**src/rtl/up_alu_mux_ram_if.sv**
```systemverilog
// Datapath bus between the processor control unit and up_alu_mux_ram.
// ALU_CARRY_EN adds the alu_c carry/borrow flag.
interface up_alu_mux_ram_if #(
  parameter int unsigned DATA_W = 16,
  parameter int unsigned ADDR_W = 7
);
  logic [DATA_W-1:0] a;
  logic [DATA_W-1:0] b;
  logic [1:0]        alu_op;
  logic [ADDR_W-1:0] m3;
  logic [ADDR_W-1:0] m2;
  logic [ADDR_W-1:0] m1;
  logic [ADDR_W-1:0] m0;
  logic [1:0]        sel;
  logic              le;
  logic              mx_memio;
  logic [DATA_W-1:0] inport;
  logic [DATA_W-1:0] alu_out;
  logic              alu_z;
  logic [ADDR_W-1:0] addr;
  logic [DATA_W-1:0] mem_out;
`ifdef ALU_CARRY_EN
  logic              alu_c;
`endif

  modport master (
`ifdef ALU_CARRY_EN
    input  alu_c,
`endif
    output a, b, alu_op, m3, m2, m1, m0, sel, le, mx_memio, inport,
    input  alu_out, alu_z, addr, mem_out
  );

  modport slave (
`ifdef ALU_CARRY_EN
    output alu_c,
`endif
    input  a, b, alu_op, m3, m2, m1, m0, sel, le, mx_memio, inport,
    output alu_out, alu_z, addr, mem_out
  );
endinterface

```
**src/rtl/up_alu_mux_ram.sv**
```systemverilog
// Processor datapath core: 2-bit-op ALU, 4:1 address mux and 128x16 RAM with async read.
// Define ALU_CARRY_EN to drive the alu_c carry/borrow flag.
module up_alu_mux_ram #(
  parameter int unsigned DATA_W = 16,
  parameter int unsigned ADDR_W = 7
) (
  input logic               clk,
  input logic               reset,
  up_alu_mux_ram_if.slave   bus
);
  localparam int unsigned Depth = 2 ** ADDR_W;

  logic [DATA_W-1:0] mem_q [Depth];
  logic [DATA_W:0]   sum_ext;
  logic [DATA_W:0]   dif_ext;
  logic [DATA_W-1:0] alu_res;
  logic              carry;
  logic [ADDR_W-1:0] addr_sel;
  logic [DATA_W-1:0] wdata;

  // One extra bit holds carry-out of the add and borrow of the subtract.
  assign sum_ext = {1'b0, bus.a} + {1'b0, bus.b};
  assign dif_ext = {1'b0, bus.a} - {1'b0, bus.b};

  always_comb begin
    alu_res = '0;
    carry   = 1'b0;
    unique case (bus.alu_op)
      2'b00: begin
        alu_res = sum_ext[DATA_W-1:0];
        carry   = sum_ext[DATA_W];
      end
      2'b01: begin
        alu_res = dif_ext[DATA_W-1:0];
        carry   = dif_ext[DATA_W];
      end
      2'b10: alu_res = bus.a;
      2'b11: alu_res = bus.a & bus.b;
      default: ;
    endcase
  end

  always_comb begin
    addr_sel = bus.m0;
    unique case (bus.sel)
      2'b11: addr_sel = bus.m3;
      2'b10: addr_sel = bus.m2;
      2'b01: addr_sel = bus.m1;
      2'b00: addr_sel = bus.m0;
      default: ;
    endcase
  end

  assign wdata = bus.mx_memio ? bus.inport : alu_res;

  always_ff @(posedge clk or negedge reset) begin
    if (!reset) begin
      for (int unsigned i = 0; i < Depth; i++) begin
        mem_q[i] <= '0;
      end
    end else if (bus.le) begin
      mem_q[addr_sel] <= wdata;
    end
  end

  assign bus.alu_out = alu_res;
  assign bus.alu_z   = (alu_res == '0);
  assign bus.addr    = addr_sel;
  assign bus.mem_out = mem_q[addr_sel];

`ifdef ALU_CARRY_EN
  assign bus.alu_c = carry;
`else
  logic unused_carry;
  assign unused_carry = carry;
`endif
endmodule

```
**src/flat_wrapper.sv**
```systemverilog
// flat-port wrapper written by rule: the top's interface ports become plain ports
module up_alu_mux_ram_flat 
#(
  parameter int unsigned DATA_W = 16,
  parameter int unsigned ADDR_W = 7
)
  (clk, reset, bus_a, bus_b, bus_alu_op, bus_m3, bus_m2, bus_m1, bus_m0, bus_sel, bus_le, bus_mx_memio, bus_inport, bus_alu_out, bus_alu_z, bus_addr, bus_mem_out);
  up_alu_mux_ram_if #(.DATA_W(DATA_W), .ADDR_W(ADDR_W)) bus_i ();
  input logic clk;
  input logic reset;
  input wire logic [$bits(bus_i.a)-1:0] bus_a;
  input wire logic [$bits(bus_i.b)-1:0] bus_b;
  input wire logic [$bits(bus_i.alu_op)-1:0] bus_alu_op;
  input wire logic [$bits(bus_i.m3)-1:0] bus_m3;
  input wire logic [$bits(bus_i.m2)-1:0] bus_m2;
  input wire logic [$bits(bus_i.m1)-1:0] bus_m1;
  input wire logic [$bits(bus_i.m0)-1:0] bus_m0;
  input wire logic [$bits(bus_i.sel)-1:0] bus_sel;
  input wire logic [$bits(bus_i.le)-1:0] bus_le;
  input wire logic [$bits(bus_i.mx_memio)-1:0] bus_mx_memio;
  input wire logic [$bits(bus_i.inport)-1:0] bus_inport;
  output wire logic [$bits(bus_i.alu_out)-1:0] bus_alu_out;
  output wire logic [$bits(bus_i.alu_z)-1:0] bus_alu_z;
  output wire logic [$bits(bus_i.addr)-1:0] bus_addr;
  output wire logic [$bits(bus_i.mem_out)-1:0] bus_mem_out;
  assign bus_i.a = bus_a;
  assign bus_i.b = bus_b;
  assign bus_i.alu_op = bus_alu_op;
  assign bus_i.m3 = bus_m3;
  assign bus_i.m2 = bus_m2;
  assign bus_i.m1 = bus_m1;
  assign bus_i.m0 = bus_m0;
  assign bus_i.sel = bus_sel;
  assign bus_i.le = bus_le;
  assign bus_i.mx_memio = bus_mx_memio;
  assign bus_i.inport = bus_inport;
  assign bus_alu_out = bus_i.alu_out;
  assign bus_alu_z = bus_i.alu_z;
  assign bus_addr = bus_i.addr;
  assign bus_mem_out = bus_i.mem_out;
  up_alu_mux_ram #(.DATA_W(DATA_W), .ADDR_W(ADDR_W)) u_core (.clk(clk), .reset(reset), .bus(bus_i));
endmodule
```
**config.mk**
```make
export PLATFORM = sky130hd
export DESIGN_NAME = up_alu_mux_ram_flat
export DESIGN_NICKNAME = d
export VERILOG_FILES = /design/src/rtl/up_alu_mux_ram_if.sv /design/src/rtl/up_alu_mux_ram.sv /design/src/flat_wrapper.sv
export SDC_FILE = /design/constraint.sdc
export NUM_CORES = 2
export LEC_CHECK = 0
export ABC_AREA = 1
export BUFFER_PORTS_ARGS = -buffer_cell sky130_fd_sc_hd__buf_4
export CELL_PAD_IN_SITES_DETAIL_PLACEMENT = 0
export CELL_PAD_IN_SITES_GLOBAL_PLACEMENT = 1
export CORE_MARGIN = 5
export CORE_UTILIZATION = 40
export CTS_BUF_LIST = sky130_fd_sc_hd__clkbuf_2
export CTS_CLUSTER_SIZE = 28
export DETAILED_ROUTE_END_ITERATION = 8
export PLACE_DENSITY = 0.72
export SYNTH_ARGS = -nofsm -noshare
export SYNTH_HDL_FRONTEND = slang
export SYNTH_SLANG_ARGS = --single-unit
```
**constraint.sdc**
```tcl
create_clock -name clk -period 2.87 [get_ports clk]
set_input_delay 0.1435 -clock clk [delete_from_list [all_inputs] [get_ports clk]]
set_output_delay 0.1435 -clock clk [all_outputs]
set_load 0.02 [all_outputs]
```
# Word-level counts from Yosys, hierarchy flattened
# Index checks and enable logic that the tools add are counted.
# totals
register_bits	2048
inputBits	84
# classes
addsub	2
n_lt_le_gt_ge	2
n_eq_ne	6
muxes	9
bitwise_logic	2
reduce_logical	4
# ops
op	count
bitwise mux 2048 bit	1
binary-select mux 16 bit (select 7 bit)	1
demux 16 bit (select 7 bit)	1
two-way mux 16 bit	4
case mux 16 bit (4 select lines)	1
case mux 7 bit (4 select lines)	1
adder 16 bit	1
bitwise AND 16 bit	1
zero test 16 bit	1
subtractor 16 bit	1
equality test 2 bit, second input constant	4
>= comparator 8 bit, second input constant	1
< comparator 8 x 1 -> 1 bit, second input constant	1
NOT 7 -> 8 bit	1
equality test 2 x 1 -> 1 bit, second input constant	2
zero test 2 bit	2
logical AND 1 bit	1

# Logic depth before layout (Yosys ltp)
# logic_depth
ltp_word	8
ltp_mapped	23
depth_no_buf	21

# Least setup slack after synthesis
# Ideal clock, no wire load.
# synth_timing
kind	input -> register
from	input port bus_alu_op[0]
to	register u_core.mem_q[54] (netlist bit)
setup_ns	0.082
arrival_ns	3.226
required_ns	2.788
slack_ns	-0.438
cell_stages	15
path_cell_list	inv_1 buf_2 nor2_1 clkbuf_1 o21ai_0 xor2_1 ha_1 a21oi_1 a21boi_1 nand2_1 a31oi_1 nand2_1 clkbuf_1 buf_1 a31oi_1
# synth_via
elab_chain_cells	4
elab_cells_between_ends	7
classes_between	eq/ne: 3; mux: 3; reduce/logical: 1
# synth_rtl
element	line	rtl
start, declared	flat_wrapper.sv:13	input wire logic [$bits(bus_i.alu_op)-1:0] bus_alu_op;
equality test 2 bit, or another cell as far along	up_alu_mux_ram.sv:28	unique case (bus.alu_op)
case mux 16 bit (4 select lines) (*)	up_alu_mux_ram.sv:28	
named net bus_alu_out[6]	flat_wrapper.sv:22	output wire logic [$bits(bus_i.alu_out)-1:0] bus_alu_out;
two-way mux 16 bit (*)	up_alu_mux_ram.sv:54	assign wdata = bus.mx_memio ? bus.inport : alu_res;
bitwise mux 2048 bit (*)	up_alu_mux_ram.sv:62	mem_q[addr_sel] <= wdata;
end signal, assigned by index	up_alu_mux_ram.sv:62	
end, declared	up_alu_mux_ram.sv:13	logic [DATA_W-1:0] mem_q [Depth];
# The timed path passes the listed nets; every way through them passes the cells marked *.
# A chain may end at the register's enable or synchronous reset.

# Final worst setup path
# layout_timing
from	register u_core.mem_q[270] (netlist bit)
to	output port bus_mem_out[14]
# layout_via
elab_chain_cells	3
# layout_rtl
element	line	rtl
binary-select mux 16 bit (select 7 bit)	up_alu_mux_ram.sv:69	assign bus.mem_out = mem_q[addr_sel];
two-way mux 16 bit (implied by the code) (2 in a row)	up_alu_mux_ram.sv:69	
end, declared	flat_wrapper.sv:25	output wire logic [$bits(bus_i.mem_out)-1:0] bus_mem_out;
# No other way between the ends. The select of a mux whose other input is x is not followed.

==> impl_results.md <==
- Syn Area/Cell: 7.17 um^2
- Final Hold Violating Endpoints: 0
- Via Count: 105000
- Vias in the first global route: 103000
- CTS tree: built
- Predominant post-synthesis flop cell: dfrtp_1
- Placed Cells: 18300
- CP bufs+invs: 1
- Max Buffers Root-to-Sink: 4
- R2R cell count: 3
- Initial antenna violation count: 13
- Port Buf Inserts: 123
- Async SR Flop Fraction: 1.00
- R2R Setup Slk: 1.63 ns
- Core footprint: 262000 um^2
- CP max stage delay: 0.41 ns
- HP Start: bus_m3[5]
- Arrival @ worst endpoint: 3.95 ns
- Critical path class: reg2out
- FMAX: 0.244 GHz
- RSZ-0062 raised after global routing: yes
- Slew @ Worst Pin: 1.08 ns
- # clock sinks: 2048
- Ratio of cells with drive above 1 in the final layout: 0.197
- Filler Cell Count: 26100
- Worst Hold Class: in2reg
- Peak fanout along the critical path: 2
- Required time of the critical path: 2.73 ns
- Grt ovf: 0
- Gate Count Post-Synth: 14600
- Top flop regs: u_core.mem_q: 2048 flops
- Hold Path Depth: 10
- Max reg flops: 2048
- DP HPWL: 283000 um
- EDFF count, synth: 0
- Max Slew Vio Count: 0
- Final Skew: 0 ns
- CP Launch Type: register
- DRC Markers: 0
- Std-Cell Rows: 188
- Pre-CTS WS: -0.752 ns
- Clock-pin transition on the worst setup and hold timing paths: 0.10 ns
- TritonRoute pass-1 iters: 7
- Vias/cell: 5.36
- Hold Path End: u_core.mem_q[1302]
- Drt total wl: 433000 um
- Yosys cell types: 48
- Slowest cell on the critical path: dfrtp_1
- Largest net degree at the start of global routing: 98
- RePlAce Congestion: 0.956
- Chip height: 522 um
- Die Footprint: 273000 um^2
- Die W: 522 um
- Synthesized cell area: 105000 um^2
- Fin crit share: 1.43
- Fin crit period: 4.09 ns
- Syn_nets: 14700
- Final hold slack: 0.0448 ns
- First-pass GRT wire length: 649000 um
- Max_slew headroom: 0.280
- ANT nets after route: 0
- Crit path max-delay family: simple AND/OR/NAND/NOR gates
- Number of top-level pins: 124
- Wire per inst: 22.1 um
- Root Buffer: clkbuf_2
- Status: complete, but fails checks
- R2R Path End: u_core.mem_q[1238]
- Max-Cap Viols: 0
- CP cell instances: nand2_1, nand2_1, nand2_1, nand2_1, nand2_1, nand2_2, nand2_1, nand2_2, nor2_4, nor2_1, nor2_2, nand2_2, buf_6
- Final setup TNS: -36.33 ns
- CTS buffer count: 589
- Power per standard cell area: 612 nW/um^2
- R2R Path Start: u_core.mem_q[1238]
- Sequential fraction of the synthesis area: 0.488
- Crit. End Element: output pin
- Initial Util: 0.401
- Power after layout: 79.9 mW
- Failing checks: negative setup slack
- Number of nets in the layout: 15700
- Clock Latency Late Sink: 2.12 ns
- Synth Register Bits: 2048
- Endpoints failing setup: 205
- Max IR drop VDD: 0.331 mV
- CP most frequent cell: nand2_1
- Reg with most FFs: u_core.mem_q
- Yosys warning count: 0
- Setup ws final: -1.22 ns
- Finished Layout Cells: 19600
- Layout Area Growth over Synthesis: 24.4%
- Leakage dissipation: 71.0 nW
- H-tree levels: 6
- GRT Overall Usage: 0.309
- Iter 0 DRT Violations: 11100
-- cell type report --
| type | count | area (um^2) | area share |
|---|---|---|---|
| clock inverter | 169 | 1100 | 0.00844 |
| sequential | 2048 | 51200 | 0.393 |
| antenna | 14 | 35.0 | 0.000268 |
| clock buffer | 868 | 4340 | 0.0333 |
| timing repair inverter | 1 | 8.76 | 0.0000671 |
| timing repair buffer | 1519 | 17500 | 0.134 |
| inverter | 263 | 1080 | 0.00828 |
| multi-input combinational | 11200 | 50800 | 0.389 |
| tap | 3515 | 4400 | 0.0337 |
-- how the worst max path moves through the flow --
stage	cells past startpoint	start	end	slack (ns)
5_1_grt	15	u_core.mem_q[669]	bus_mem_out[13]	-1.39
6_report	13	u_core.mem_q[270]	bus_mem_out[14]	-1.22
3_5_place_dp	23	bus_b[0]	u_core.mem_q[1759]	-0.75
3_3_place_gp	23	bus_b[0]	u_core.mem_q[591]	-0.75
2_1_floorplan	21	bus_b[1]	u_core.mem_q[1007]	-0.05
4_1_cts	16	u_core.mem_q[322]	bus_mem_out[2]	-1.41
-- power breakdown --
part | internal [mW] | switching [mW] | total (mW)
combinational | 7.77 | 13.5 | 21.2
clock | 9.22 | 13.6 | 22.8
sequential | 33.3 | 2.47 | 35.8
-- cell usage in the layout, fill, tap and decap left out, types with 118 or more instances in the layout --
master | netlist | final
clkbuf_2 | 0 | 869
inv_2 | 130 | 147
nand2_2 | 4 | 308
nor2_1 | 319 | 201
nand2_1 | 7673 | 7256
o21ai_1 | 495 | 503
o21ai_0 | 740 | 719
nor2_4 | 44 | 118
buf_12 | 1 | 417
nand3_1 | 1614 | 1585
dlygate4sd3_1 | 0 | 209
buf_4 | 10 | 832
dfrtp_1 | 2048 | 2048
-- worst register-to-register path: stages (launching register included) --
cell and delay, ns:
dfrtp_1 0.38, nor2_1 0.12, a31oi_1 0.05, dlygate4sd3_1 0.57
-- Yosys cell counts, types with 15 or more instances --
cell / instances / area, um^2
inv_1: 124 / 465
o21ai_1: 495 / 2480
ha_1: 17 / 213
nor2_2: 30 / 188
buf_1: 65 / 244
nand3_1: 1614 / 8080
buf_2: 286 / 1430
a21oi_1: 24 / 120
buf_6: 23 / 259
nor2_4: 44 / 495
nand2_1: 7673 / 28800
a31oi_1: 119 / 744
clkbuf_1: 723 / 2710
dfrtp_1: 2048 / 51200
xor2_1: 15 / 131
nor2_8: 61 / 1220
nor2_1: 319 / 1200
inv_2: 130 / 488
o21ai_0: 740 / 3700
-- timing repair --
item,in CTS,in global routing
endpoints found under the hold margin,4096,945
pin swaps,166,208
cloned,0,5
endpoints found under the setup margin,25,1161
resized for setup,519,368
hold buffers,233,15
setup buffers,20,66
-- routing by layer --
metal  track usage  vias to the layer above  part of all wire
li1              -                    48700                 -
met4         0.127                        6             0.044
met1         0.423                    51200              0.43
met2         0.478                     4483              0.45
met3        0.0633                      878             0.081
met5             0                        -           0.00010
-- kinds of logic after synthesis --
logic type,synth area share
fa+ha+maj,0.00222
compound gates,0.0691
simple gates,0.384
xor+xnor,0.00150
buf+inv,0.0552
flops,0.488
-- per-stage QoR --
step	util	area, um^2
after detailed placement	0.456	119000
after global routing	0.499	131000
after floorplan	-	105000
after CTS	0.492	129000
final	0.499	131000
after global placement	0.456	119000
No activity file was read; power rests on OpenSTA's default activity.
